<file path="src/rtl/dispense_ctrl.sv">
// dispense_ctrl
//   Downstream stage of the coin-credit vending FSM. Converts drop events into
//   4-phase req/ack handshakes with the dispenser mechanism. It also tracks the
//   on-hand inventory, the queue of accepted items and the count of refused items.
//   Optional ack watchdog and JAM state: define DISPENSE_TIMEOUT_EN.
module dispense_ctrl #(
    parameter int unsigned INV_W    = 6,
    parameter int unsigned INV_INIT = 16,
    parameter int unsigned PEND_MAX = 7,
    parameter int unsigned TIMEOUT  = 255
) (
    input  logic             clock,
    input  logic             reset_L,
    input  logic [1:0]       drop,
    input  logic             restock,
    input  logic [INV_W-1:0] restock_qty,
    input  logic             disp_ack,
    output logic             disp_req,
    output logic [2:0]       pending,
    output logic [INV_W-1:0] inventory,
    output logic             sold_out,
    output logic [3:0]       refund_cnt,
    output logic             busy,
    output logic             jam
);

    // One extra bit so that inventory arithmetic can detect saturation.
    localparam int unsigned   CW      = INV_W + 1;
    localparam logic [CW-1:0] INV_SAT = {1'b0, {INV_W{1'b1}}};

    localparam logic [1:0] S_IDLE = 2'd0;
    localparam logic [1:0] S_REQ  = 2'd1;
    localparam logic [1:0] S_REL  = 2'd2;
`ifdef DISPENSE_TIMEOUT_EN
    localparam logic [1:0] S_JAM      = 2'd3;
    localparam logic [7:0] WDOG_LIMIT = 8'(TIMEOUT);
`endif

    logic [1:0]       drop_q,   drop_d;
    logic [1:0]       state_q,  state_d;
    logic [2:0]       pend_q,   pend_d;
    logic [INV_W-1:0] inv_q,    inv_d;
    logic [3:0]       refund_q, refund_d;
`ifdef DISPENSE_TIMEOUT_EN
    logic [7:0]       wdog_q,   wdog_d;
    logic [7:0]       wdog_inc;
    logic             trip;
`endif

    logic             drop_evt;
    logic [1:0]       drop_n;
    logic [CW-1:0]    inv_ext;
    logic [CW-1:0]    pend_ext;
    logic [CW-1:0]    free_stock;
    logic [CW-1:0]    free_queue;
    logic [CW-1:0]    free_slots;
    logic [1:0]       acc_n;
    logic [1:0]       rej_n;
    logic             dec;
    logic [4:0]       ref_add;
    logic [4:0]       ref_sum;
    logic [CW-1:0]    inv_sum;

    // Drop history: only a 00 -> 01/10 transition counts as a new event.
    always_comb begin
        drop_d = drop;
    end

    // Event detection and acceptance against free stock and free queue slots.
    always_comb begin
        drop_evt   = ((drop == 2'b01) || (drop == 2'b10)) && (drop_q == 2'b00);
        drop_n     = drop_evt ? drop : 2'b00;
        inv_ext    = {1'b0, inv_q};
        pend_ext   = CW'(pend_q);
        free_stock = inv_ext - pend_ext;
        free_queue = CW'(PEND_MAX) - pend_ext;
        free_slots = (free_stock < free_queue) ? free_stock : free_queue;
`ifdef DISPENSE_TIMEOUT_EN
        if (state_q == S_JAM) begin
            free_slots = '0;
        end
`endif
        acc_n = (CW'(drop_n) < free_slots) ? drop_n : 2'(free_slots);
        rej_n = drop_n - acc_n;
    end

`ifdef DISPENSE_TIMEOUT_EN
    assign wdog_inc = wdog_q + 8'd1;
`endif

    // Handshake sequencer; the item is consumed in the cycle ack is seen in REQ.
    always_comb begin
        state_d = state_q;
        dec     = 1'b0;
`ifdef DISPENSE_TIMEOUT_EN
        wdog_d  = wdog_q;
        trip    = 1'b0;
`endif
        case (state_q)
            S_IDLE: begin
                if (pend_q != 3'd0) begin
                    state_d = S_REQ;
`ifdef DISPENSE_TIMEOUT_EN
                    wdog_d  = '0;
`endif
                end
            end
            S_REQ: begin
                if (disp_ack) begin
                    state_d = S_REL;
                    dec     = 1'b1;
`ifdef DISPENSE_TIMEOUT_EN
                    wdog_d  = '0;
`endif
                end else begin
`ifdef DISPENSE_TIMEOUT_EN
                    wdog_d = wdog_inc;
                    if (wdog_inc == WDOG_LIMIT) begin
                        state_d = S_JAM;
                        trip    = 1'b1;
                    end
`endif
                end
            end
            S_REL: begin
                if (!disp_ack) begin
                    state_d = S_IDLE;
                end else begin
`ifdef DISPENSE_TIMEOUT_EN
                    wdog_d = wdog_inc;
                    if (wdog_inc == WDOG_LIMIT) begin
                        state_d = S_JAM;
                        trip    = 1'b1;
                    end
`endif
                end
            end
            default: begin
`ifdef DISPENSE_TIMEOUT_EN
                // JAM is left only through reset.
                state_d = S_JAM;
`else
                state_d = S_IDLE;
`endif
            end
        endcase
    end

    // Counter updates: accept, refund, dispense and restock all land in one cycle.
    always_comb begin
        pend_d  = pend_q + {1'b0, acc_n} - {2'b00, dec};
        ref_add = 5'(rej_n);
`ifdef DISPENSE_TIMEOUT_EN
        // Queued items and anything arriving in the trip cycle are all refunded.
        if (trip) begin
            pend_d  = '0;
            ref_add = 5'(pend_q) + 5'(drop_n);
        end
`endif
        ref_sum  = {1'b0, refund_q} + ref_add;
        refund_d = (ref_sum > 5'd15) ? 4'hF : ref_sum[3:0];

        inv_sum = inv_ext - CW'(dec) + (restock ? {1'b0, restock_qty} : '0);
        inv_d   = (inv_sum > INV_SAT) ? {INV_W{1'b1}} : inv_sum[INV_W-1:0];
    end

    // State registers; reset abandons any handshake in flight.
    always_ff @(posedge clock or negedge reset_L) begin
        if (!reset_L) begin
            drop_q   <= 2'b00;
            state_q  <= S_IDLE;
            pend_q   <= '0;
            inv_q    <= INV_W'(INV_INIT);
            refund_q <= '0;
        end else begin
            drop_q   <= drop_d;
            state_q  <= state_d;
            pend_q   <= pend_d;
            inv_q    <= inv_d;
            refund_q <= refund_d;
        end
    end

`ifdef DISPENSE_TIMEOUT_EN
    // Watchdog counter for the time spent waiting in REQ or REL.
    always_ff @(posedge clock or negedge reset_L) begin
        if (!reset_L) begin
            wdog_q <= '0;
        end else begin
            wdog_q <= wdog_d;
        end
    end
`endif

    assign disp_req   = (state_q == S_REQ);
    assign busy       = (state_q != S_IDLE);
    assign pending    = pend_q;
    assign inventory  = inv_q;
    assign refund_cnt = refund_q;
    assign sold_out   = (inv_ext == pend_ext);
`ifdef DISPENSE_TIMEOUT_EN
    assign jam        = (state_q == S_JAM);
`else
    assign jam        = 1'b0;
`endif

endmodule

</file>
<file path="config.mk">
export PLATFORM = sky130hd
export DESIGN_NAME = dispense_ctrl
export DESIGN_NICKNAME = d
export VERILOG_FILES = /design/src/rtl/dispense_ctrl.sv
export SDC_FILE = /design/constraint.sdc
export NUM_CORES = 1
export LEC_CHECK = 0
export BUFFER_PORTS_ARGS = -buffer_cell sky130_fd_sc_hd__clkbuf_2
export CAP_MARGIN = 0
export CELL_PAD_IN_SITES_DETAIL_PLACEMENT = 2
export CELL_PAD_IN_SITES_GLOBAL_PLACEMENT = 2
export CORE_AREA = 2 2 70 72
export DETAILED_ROUTE_END_ITERATION = 10
export DIE_AREA = 0 0 72 74
export PLACE_DENSITY = 0.76
export SETUP_SLACK_MARGIN = 0.2
export SKIP_CTS_REPAIR_TIMING = 1
export SYNTH_ARGS = -nofsm -noshare
export SYNTH_HDL_FRONTEND = slang
export SYNTH_SLANG_ARGS = --single-unit
</file>
<file path="constraint.sdc">
create_clock -name clock -period 6 [get_ports clock]
set_input_delay 0.6 -clock clock [delete_from_list [all_inputs] [get_ports clock]]
set_output_delay 0.6 -clock clock [all_outputs]
set_load 0.05 [all_outputs]
</file>
== Yosys cells after proc, flatten, opt, wreduce, memory -nomap -nowiden ==
Cells that the tools add are included.

* Register bits: 17

* $add $sub $neg: 8
* Magnitude comparators: 4
* Eq/ne operators: 8
* Mux-type cells: 12
* Reductions and logical operators: 7

{| class="wikitable"
|+ Operator list
! operator !! count
|-
| 6-bit 2-to-1 mux || 2
|-
| 2-bit 2-to-1 mux || 5
|-
| 7-bit by 6-bit adder with 7-bit output || 1
|-
| 7-bit by 6-bit greater-than comparator with 1-bit output, second input constant || 1
|-
| 2-bit by 7-bit less-than comparator with 1-bit output || 1
|-
| 7-bit less-than comparator || 1
|-
| 7-bit 2-to-1 mux || 1
|-
| 6-bit by 1-bit subtractor with 7-bit output || 1
|-
| 6-bit by 3-bit subtractor with 7-bit output || 1
|-
| 6-bit by 3-bit == test with 1-bit output || 1
|-
| 2-bit != test, second input constant || 3
|-
| 2-bit one-hot mux with 3 select lines || 1
|-
| 4-bit by 2-bit adder with 5-bit output || 1
|-
| 5-bit by 4-bit greater-than comparator with 1-bit output, second input constant || 1
|-
| 2-bit by 1-bit == test with 1-bit output, second input constant || 2
|-
| 2-bit == test, second input constant || 2
|-
| 2-bit zero test || 2
|-
| 4-bit 2-to-1 mux || 1
|-
| 3-bit by 3-bit subtractor with 4-bit output, first input constant || 1
|-
| 3-bit by 2-bit adder with 3-bit output || 1
|-
| 3-bit AND reduction || 1
|-
| 3-bit nonzero test || 1
|-
| 3-bit by 1-bit subtractor with 3-bit output || 1
|-
| 1-bit 2-to-1 mux || 2
|-
| other kinds (4) || 4
|}

== Longest topological paths before layout ==
Gate-level depths: netlist (run 1).

* Word-level depth: 10
* Gate-level depth with buffers: 20

== Worst setup path after synthesis (run 1) ==
OpenSTA, ideal clock, no wires.

* Kind: reg2reg
* From: reg inv_q[0] (netlist: inventory[0])
* To: reg refund_q[2] (netlist: refund_cnt[2])
* Setup time: 0.126 ns
* Data arrival time: 4.739 ns
* Required time: 5.874 ns
* Path slack: 1.134 ns
* Stages on the path, launching flop included: 21
* Clock period less this slack: 4.866 ns
* Path through: dfrtp_1 -> inv_1 -> ha_1 -> inv_1 -> fa_1 -> ha_1 -> a21o_2 -> a2111oi_4 -> and2_4 -> mux2i_1 -> ha_1 -> o221ai_2 -> nor2_1 -> o22a_2 -> ha_1 -> inv_1 -> ha_1 -> inv_1 -> fa_1 -> nor3_1 -> a21oi_1

* Word-level cells in the longest chain between the ends: 9

{| class="wikitable"
|+ Ends and longest elaborated chain
! item !! line !! text
|-
| start, declared || 42 || <nowiki>logic [INV_W-1:0] inv_q, inv_d;</nowiki>
|-
| start signal, assigned || 173 || <nowiki>inv_q <= INV_W'(INV_INIT);</nowiki>
|-
| start signal, assigned || 179 || <nowiki>inv_q <= inv_d;</nowiki>
|-
| 6-bit by 3-bit subtractor with 7-bit output * || 75 || <nowiki>free_stock = inv_ext - pend_ext;</nowiki>
|-
| 7-bit less-than comparator || 77 || <nowiki>free_slots = (free_stock < free_queue) ? free_stock : free_queue;</nowiki>
|-
| 7-bit 2-to-1 mux * || 77 ||
|-
| 2-bit by 7-bit less-than comparator with 1-bit output || 83 || <nowiki>acc_n = (CW'(drop_n) < free_slots) ? drop_n : 2'(free_slots);</nowiki>
|-
| 2-bit 2-to-1 mux * || 83 ||
|-
| 2-bit subtractor * || 84 || <nowiki>rej_n = drop_n - acc_n;</nowiki>
|-
| 4-bit by 2-bit adder with 5-bit output * || 160 || <nowiki>ref_sum = {1'b0, refund_q} + ref_add;</nowiki>
|-
| 5-bit by 4-bit greater-than comparator with 1-bit output || 161 || <nowiki>refund_d = (ref_sum > 5'd15) ? 4'hF : ref_sum[3:0];</nowiki>
|-
| 4-bit 2-to-1 mux * || 161 ||
|-
| named net refund_d[2] || 43 || <nowiki>logic [3:0] refund_q, refund_d;</nowiki>
|-
| end signal, assigned || 180 || <nowiki>refund_q <= refund_d;</nowiki>
|-
| end, declared || 43 ||
|}

Mark *: on every way through the listed nets, which the timed path passes. The rest lies on a longest branch.
A chain may end at the register's enable or synchronous reset.

== Final worst setup path (run 1) ==
* From: reg pend_q[0] (netlist: pending[0])
* To: reg pend_q[2] (netlist: pending[2])

* Word-level cells in the longest chain between the ends: 7
* Elaborated cells between the ends (all ways): 8

{| class="wikitable"
|+ Ends and longest elaborated chain
! item !! line !! text
|-
| start, declared || 41 || <nowiki>logic [2:0] pend_q, pend_d;</nowiki>
|-
| start signal, assigned || 178 || <nowiki>pend_q <= pend_d;</nowiki>
|-
| 6-bit by 3-bit subtractor with 7-bit output / 3-bit by 3-bit subtractor with 4-bit output (equally long branches) || 75, 76 ||
|-
| 7-bit less-than comparator || 77 ||
|-
| 7-bit 2-to-1 mux || 77 ||
|-
| 2-bit by 7-bit less-than comparator with 1-bit output || 83 ||
|-
| 2-bit 2-to-1 mux || 83 ||
|-
| 3-bit by 2-bit adder with 3-bit output * || 151 || <nowiki>pend_d = pend_q + {1'b0, acc_n} - {2'b00, dec};</nowiki>
|-
| 3-bit by 1-bit subtractor with 3-bit output * || 151 ||
|-
| named net pend_d[2] || 41 ||
|}

Marks and branches as above.

==> impl_metrics.tcl, run 1 <==
set metrics [dict create \
    min_period_over_period_pct 82.6 \
    core_sq_um 4600 \
    n_antenna_cell 0 \
    timing.setup.tns_ns 0 \
    grt_max_degree 18 \
    worst_slew_pin_slew_ns 0.672 \
    max_freq_mhz 202 \
    die_w_microns 72 \
    status "finished clean" \
    clock_sinks 17 \
    dieArea_sq_um 5330 \
    r2r_setup_slack_ns 1.04 \
    crit_required_ns 6.17 \
    overflow 0 \
    yosys_warnings 0 \
    syn_area_per_cell_sq_um 9.30 \
    rsz0062_at_grt "no" \
    worstSetupStartpoint "pending[0]" \
    worst_setup_path_start_kind "register" \
    wirelength_met1_microns 1610 \
    final_net_count 236 \
    htreeDepth 1 \
    min_period_ns 4.96 \
    timing.max_cap.violations 0 \
    critPathMaxFanout 5 \
    routed_wl_microns 3780 \
    critPathCaptureType "register" \
    clk_latency_ns 0.25 \
    ys_seq_area_share_pct 28.0 \
    slew_headroom_pct 54.6 \
    vias 1225 \
    drt-initial-drc-count 18 \
    viasPerCell 4.94 \
    hold_viol_final 0 \
    route.met3.wl_microns 74 \
    tritoncts.num_buffers 3 \
    grt_pass1_vias 1410 \
    syn_inst 164 \
    ios 29 \
    critPathArrivalTime_ns 5.13 \
    hold_class "in -> async" \
    post_drt_wl_per_cell_microns 15.2 \
    setup_viol 0 \
    die_h_microns 74 \
    cts-root-buf "clkbuf_8" \
    worst-r2r-cell-count 19 \
    detail-route-antenna-nets 0 \
    tritoncts "yes" \
    reg2reg_to "pending[2]" \
    remaining_drc_errors 0 \
    synth_fp_nets 205 \
    top_layer "met4" \
    antenna_found_initial 0 \
    initial_core_util_pct 33.2 \
    io_buffers 27 \
    syn-cell-area_sq_um 1530 \
    place.gp.congestion 0.792 \
    grt_usage_pct 16.6 \
    finalMaxSlewViolations 0 \
    clock_path_buffers 2 \
    grt_pass1_wl_microns 6760 \
    clkTransAtPathRegs_ns 0.06 \
    rows 25 \
    area_delta_synth_final_pct 15.8 \
    skew_ns 0.00105 \
    wl_met2_microns 2030 \
    worstReg2RegStart "pending[0]" \
    drt-pass1-iter-count 4 \
    drive_gt1_share_pct 23.7 \
    path_class "reg -> reg" \
    synth-seq-cells 17 \
    hpwl_microns 3330 \
    synth.distinct_cells 42 \
]
## metrics by stage
step,setup slack [ns],cell area (sq um),util (%),hold WS [ns],std cells
2_1_floorplan,1.13,1530,-,0.304,164
3_3_place_gp,1.30,1720,37.4,0.450,244
3_5_place_dp,0.987,1720,37.4,0.476,244
4_1_cts,0.967,1770,38.4,0.278,248
5_1_grt,0.662,1770,38.4,0.294,248
6_report,1.04,1770,38.4,0.274,248
## layer usage
| metal | global-route usage [%] | up-vias |
|---|---|---|
| met5 | 0 | - |
| met4 | 6.29 | 0 |
| met3 | 1.63 | 5 |
| met2 | 31.2 | 15 |
| met1 | 19.6 | 606 |
| li1 | - | 599 |
## placed cells by master (no fill, tap or decap), drive strengths merged, types with 2 or more instances in the layout
cell type	synthesis	routed
a211oi	3	3
a21o	4	4
a21oi	8	8
and2	3	3
clkbuf	0	31
dfrtp	16	16
fa	4	4
ha	25	25
inv	36	36
mux2	2	2
nand2	14	14
nand2b	3	3
nor2	6	6
nor2b	4	4
nor3	2	2
o21ai	2	2
xnor2	7	7
xor2	4	4
## cell type report
cell class                 count  area [sq um]
timing repair buffer          27           135
clock buffer                   4          45.0
sequential                    17           427
fill                         533          2830
inverter                      36           135
multi-input combinational    110           956
tap                           54          67.6
## cell families after synthesis
logic type	Yosys count	share of synthesized area, %
AOI/OAI and AO/OA	27	14.8
xor gates and xnor gates	11	6.32
adders and majority gates	29	25.8
buffers and inverters	37	9.35
DFF	17	28.0
muxes	3	2.13
other	1	0.246
and+or+nand+nor	39	13.5
## critical path: stages, from the launching register on
cell	delay, ns
dfrtp_1	0.43
ha_1	0.23
inv_1	0.09
fa_1	0.47
ha_1	0.30
a21o_2	0.23
a2111oi_4	0.47
and2_4	0.25
mux2i_1	0.24
ha_1	0.27
o221ai_2	0.27
nor2_1	0.10
o22ai_1	0.23
ha_1	0.28
inv_1	0.07
ha_1	0.15
inv_1	0.05
fa_1	0.37
xnor2_1	0.19
xnor2_1	0.15
## worst max path at each step
stage	endpoint	slack, ns	cells past startpoint
floorplan	refund_cnt[2]	1.13	20
global placement	refund_cnt[2]	1.30	19
detailed placement	pending[2]	0.99	20
CTS	pending[2]	0.97	18
global route	pending[2]	0.66	18
finish	pending[2]	1.04	19
## synthesized netlist by cell type (all sizes together)
cell | count | share of area [%]
inv | 36 | 8.9
ha | 25 | 21
dfrtp | 16 | 26
nand2 | 14 | 3.4
a21oi | 8 | 2.9
xnor2 | 7 | 4.0
nor2 | 6 | 1.5
a21o | 4 | 2.1
fa | 4 | 5.3
nor2b | 4 | 1.6
xor2 | 4 | 2.3
a211oi | 3 | 2.1
and2 | 3 | 1.4
nand2b | 3 | 1.2
mux2 | 2 | 1.5
nor3 | 2 | 0.66
o21ai | 2 | 0.66
a2111oi | 1 | 1.8
a211o | 1 | 0.66
a31oi | 1 | 0.41
and4 | 1 | 0.66
buf | 1 | 0.49
conb | 1 | 0.25
dfstp | 1 | 1.7
mux2i | 1 | 0.66
nand3b | 1 | 0.49
nand4 | 1 | 0.41
nor4 | 1 | 0.41
nor4b | 1 | 0.57
o211ai | 1 | 0.49
o21a | 1 | 0.49
o21bai | 1 | 0.49
o221ai | 1 | 0.98
o22a | 1 | 0.66
o22ai | 1 | 0.41
o2bb2ai | 1 | 0.57
or2 | 1 | 0.41
or4b | 1 | 0.66
## flip-flops by register name, indices dropped and copies added (netlist names)
name        cells
pending         3
inventory       6
refund_cnt      4
state_q         2
drop_q          2
Power of run 1 is left out: the tool's default activity adds up to more than one toggle a clock period on the data nets, which glitch-free logic cannot reach.
==> inputs of run 2 (changes only) <==
Settings changed: CORE_AREA 2 2 70 72 to 2 2 75 77, DIE_AREA 0 0 72 74 to 0 0 77 79, PLACE_DENSITY 0.76 to 0.7.
Clock period 6 ns to 4.35 ns, I/O delays scaled along.
==> run 2 against run 1 <==
Register-to-register slack worse by 1.2 ns. Flip-flop and latch count is the same. Highest routed layer unchanged. Clock-buffer cell count did not move. Cell count grew 14%. Via count rose by 8.0%. Critical path type unchanged. Core utilization grew 0.49 points. Die area grew 14%. First-iteration DRC count grew to 3.1 times the previous value. The flow now finishes with violations (negative setup slack).
==> impl_metrics.tcl, run 2 (synthesis gave the netlist of run 1 again) <==
set metrics [dict create \
    status "finished, violations left" \
    violations "negative setup slack" \
    rsz0062_at_grt "yes" \
    overflow 0 \
    max_freq_mhz 223 \
    wl_met2_microns 2290 \
    wirelength_met1_microns 1860 \
    largest_register_ffs 6 \
    r2r_setup_slack_ns -0.14 \
    path_class "reg -> reg" \
    htreeDepth 1 \
    drt-pass1-iter-count 4 \
    hold_viol_final 0 \
    viasPerCell 4.67 \
    slew_headroom_pct 48.7 \
    final_cell_mix "31 x inv_1, 27 x clkbuf_2, 19 x ha_1" \
    dieArea_sq_um 6080 \
    worst_slew_pin_slew_ns 0.759 \
    io_buffers 27 \
    grt_pass1_wl_microns 7360 \
    clk_latency_ns 0.25 \
    hold_class "in -> async" \
    clock_path_buffers 2 \
    top_layer "met4" \
    tritoncts "yes" \
    grt_max_degree 18 \
    final_net_count 253 \
    worst_setup_path_start_kind "register" \
    min_period_over_period_pct 103 \
    timing.max_cap.violations 0 \
    layout_setup_ws_ns -0.139 \
    critPathCaptureType "register" \
    layout_commonest_cell "inv_1" \
    finalMaxSlewViolations 0 \
    initial_core_util_pct 28.6 \
    crit_required_ns 4.49 \
    routed_wl_microns 4360 \
    skew_ns 0.000369 \
    drive_gt1_share_pct 41.2 \
    setup_viol 6 \
    drt-initial-drc-count 55 \
    n_antenna_cell 0 \
    place.gp.congestion 0.739 \
    critPathMaxFanout 3 \
    route.met3.wl_microns 118 \
    clock_sinks 17 \
    die_w_microns 77 \
    grt_pass1_vias 1532 \
    antenna_found_initial 0 \
    hpwl_microns 3620 \
    vias 1323 \
    area_delta_synth_final_pct 36.1 \
    ios 29 \
    detail-route-antenna-nets 0 \
    remaining_drc_errors 0 \
    reg2reg_to "pending[2]" \
    die_h_microns 79 \
    grt_usage_pct 15.4 \
    cts-root-buf "clkbuf_8" \
    rows 27 \
    min_period_ns 4.49 \
    worstReg2RegStart "inventory[0]" \
    place_worst_setup_slack_ns -0.249 \
    clkTransAtPathRegs_ns 0.07 \
    core_sq_um 5340 \
    post_drt_wl_per_cell_microns 15.4 \
    critPathArrivalTime_ns 4.63 \
    tritoncts.num_buffers 3 \
    worst-r2r-cell-count 18 \
]
[run 2: cell type report]
cell class / instances / area, sq um
Timing Repair Buffer: 44 / 267
Sequential cell: 17 / 430
Clock buffer: 4 / 45.0
Inverter: 36 / 140
Tap cell: 72 / 90.1
Fill cell: 619 / 3260
Multi-Input combinational cell: 110 / 1100
[run 2: how the worst max path moves through the flow]
| stage | from | end | slack, ns |
|---|---|---|---|
| 2_1_floorplan | inventory[0] | refund_cnt[3] | -0.27 |
| 3_3_place_gp | inventory[0] | refund_cnt[3] | -0.001 |
| 3_5_place_dp | inventory[0] | refund_cnt[0] | -0.25 |
| 4_1_cts | inventory[0] | refund_cnt[0] | -0.29 |
| 5_1_grt | inventory[0] | refund_cnt[1] | -0.34 |
| 6_report | inventory[0] | pending[2] | -0.14 |
[run 2: metal layers]
layer  track usage, %  up-vias
li1                 -      631
met1             18.1      659
met2             28.2       23
met3             2.73       10
met4             5.36        0
met5                0        -
[run 2: per-stage QoR]
| stage | std cells | utilization (%) | instance area, sq um | setup TNS [ns] | hold WS [ns] |
|---|---|---|---|---|---|
| floorplan | 164 | - | 1590 | -1.16 | 0.139 |
| global placement | 274 | 35.6 | 1900 | -0.00140 | 0.391 |
| detailed placement | 274 | 35.6 | 1900 | -1.33 | 0.403 |
| CTS | 278 | 36.5 | 1950 | -1.59 | 0.139 |
| global route | 283 | 38.9 | 2080 | -1.84 | 0.141 |
| finish | 283 | 38.9 | 2080 | -0.651 | 0.129 |
[run 2: critical path: stages (launching register included)]
cell,delay [ns]
dfrtp_2,0.41
inv_2,0.08
ha_4,0.13
inv_2,0.04
fa_2,0.56
ha_4,0.21
a21o_4,0.20
a2111oi_4,0.36
and2_4,0.22
mux2i_4,0.26
ha_4,0.19
o221ai_4,0.14
buf_4,0.16
a21oi_1,0.17
mux2_4,0.35
ha_4,0.23
fa_2,0.40
xnor2_2,0.14
xnor2_1,0.12
Power of run 2 is left out for the same reason.
==> inputs of run 3 (changes only) <==
Settings changed: CELL_PAD_IN_SITES_DETAIL_PLACEMENT 2 to unset, CELL_PAD_IN_SITES_GLOBAL_PLACEMENT 2 to unset, CORE_AREA 2 2 75 77 to 2 2 56 58, DIE_AREA 0 0 77 79 to 0 0 58 60, PLACE_DENSITY 0.7 to 0.74.
Clock period 4.35 ns to 5 ns, I/O delays scaled along.
==> run 3 against run 2 <==
Core utilization rose by 24 points. Cell area shrank 12%. First-iteration DRC count is 71% lower. The run now ends clean. Die area is 43% lower.
==> impl_metrics.tcl, run 3 (synthesis gave the netlist of run 1 again) <==
set metrics [dict create \
    status "finished clean" \
    cp_slowest_cell "fa_2" \
    dpl_cell_area_sq_um 1700 \
    min_period_ns 4.63 \
    final_net_count 243 \
    worst_setup_path_start_kind "register" \
    antenna_found_initial 0 \
    stdcell_area_sq_um 1840 \
    ios 29 \
    place.gp.congestion 0.799 \
    vias 1239 \
    tritoncts "yes" \
    crit_top_cell "ha_1" \
    path_cells "inv_1, fa_2, ha_1, a21o_2, a2111oi_4, and2_4, mux2i_4, ha_4, o221ai_4, nor2_2, o22a_2, ha_2, xor2_1, ha_1, a21oi_1, nor2_1, mux2_2" \
    cp_top_family "adder cells" \
    drt-pass1-iter-count 5 \
    layout_commonest_cell "inv_1" \
    finalMaxSlewViolations 0 \
    critPathMaxStageDelay_ns 0.49 \
    skew_ns 0.00211 \
    hold_class "in -> async" \
    min_period_over_period_pct 92.6 \
    clock_path_buffers 2 \
    clkTransAtPathRegs_ns 0.10 \
    fillers 239 \
    rsz0062_at_grt "no" \
    grt_pass1_vias 1188 \
    cp_num_buf_inv 1 \
    hold_viol_final 0 \
    detail-route-antenna-nets 0 \
    timing.max_cap.violations 0 \
    viasPerCell 5.29 \
    slew_headroom_pct 57.2 \
    cts-root-buf "clkbuf_4" \
    clk_latency_ns 0.28 \
    rows 20 \
    max_freq_mhz 216 \
    dieArea_sq_um 3480 \
    path_class "reg -> reg" \
    htreeDepth 1 \
    drive_gt1_share_pct 32.3 \
    regArea_sq_um 430 \
    grt_usage_pct 18.8 \
    post_drt_wl_per_cell_microns 13.1 \
    initial_core_util_pct 52.5 \
    layoutNonFillerInstCount 234 \
    core_sq_um 2900 \
    setup_viol 0 \
    largest_register_ffs 6 \
    die_h_microns 60 \
    worst_slew_pin_slew_ns 0.633 \
    critPathArrivalTime_ns 4.81 \
    grt_pass1_wl_microns 5060 \
    hpwl_microns 2450 \
    crit_required_ns 5.18 \
    multi_input_area_sq_um 1010 \
    die_w_microns 58 \
    remaining_drc_errors 0 \
    grt_max_degree 18 \
    dp_cells 223 \
    routed_wl_microns 3070 \
    critPathCaptureType "register" \
    n_antenna_cell 0 \
    overflow 0 \
    final_cell_mix "35 x inv_1, 27 x clkbuf_2, 23 x ha_1" \
    fin_util_pct 63.2 \
    drt-initial-drc-count 16 \
    timing.setup.tns_ns 0 \
    tritoncts.num_buffers 3 \
    clock_sinks 17 \
    io_buffers 27 \
    area_delta_synth_final_pct 20.3 \
    critPathMaxFanout 5 \
]
[run 3: cell count changes in the layout (fill, tap and decap cells not counted), sizes merged]
| cell | previous run | this run |
|---|---|---|
| buf | 17 | 7 |
[run 3: worst register-to-register path, delay by kind of cell (launching register included)]
family	cells	cell delay, ns
flip-flops	1	0.45
XOR/XNOR	1	0.16
AO/OA/AOI/OAI	5	1.11
buffers and inverters	1	0.24
AND/OR/NAND/NOR	3	0.45
adder cells (fa/ha/maj)	5	1.50
multiplexers	2	0.61
[run 3: final cells by class]
type,instances,area share (%)
clock buffers,4,1.43
inverters,36,7.36
repair buffers,34,10.2
multi-input cells,110,55.3
well taps,33,2.25
flip-flops and latches,17,23.4
[run 3: final timing paths]
path	cells past startpoint	slack, ns	endpoint	startpoint
max	17	0.37	refund_cnt[3]	pending[1]
min	1	0.14	refund_cnt[3]	reset_L
max reg2reg	17	0.37	refund_cnt[3]	pending[1]
min reg2reg	1	0.49	state_q[0]	state_q[1]
max in group asynchronous	1	4.53	inventory[4]	reset_L
min in group clock	1	0.34	drop_q[0]	drop[0]
[run 3: stage by stage]
stage	hold slack (ns)	setup WS, ns
2_1_floorplan	0.204	0.284
3_3_place_gp	0.444	0.335
3_5_place_dp	0.457	0.136
4_1_cts	0.141	0.114
5_1_grt	0.146	0.132
6_report	0.139	0.371
[run 3: metal layers]
| metal | wire length (microns) | track usage (%) | vias up | share of wire (%) |
|---|---|---|---|---|
| li1 | - | - | 616 | - |
| met1 | 1400 | 24.8 | 595 | 46 |
| met2 | 1570 | 32.8 | 24 | 51 |
| met3 | 66 | 2.16 | 4 | 2.2 |
| met4 | 37 | 4.98 | 0 | 1.2 |
| met5 | 0 | 0 | - | 0 |
Power of run 3 is left out for the same reason.
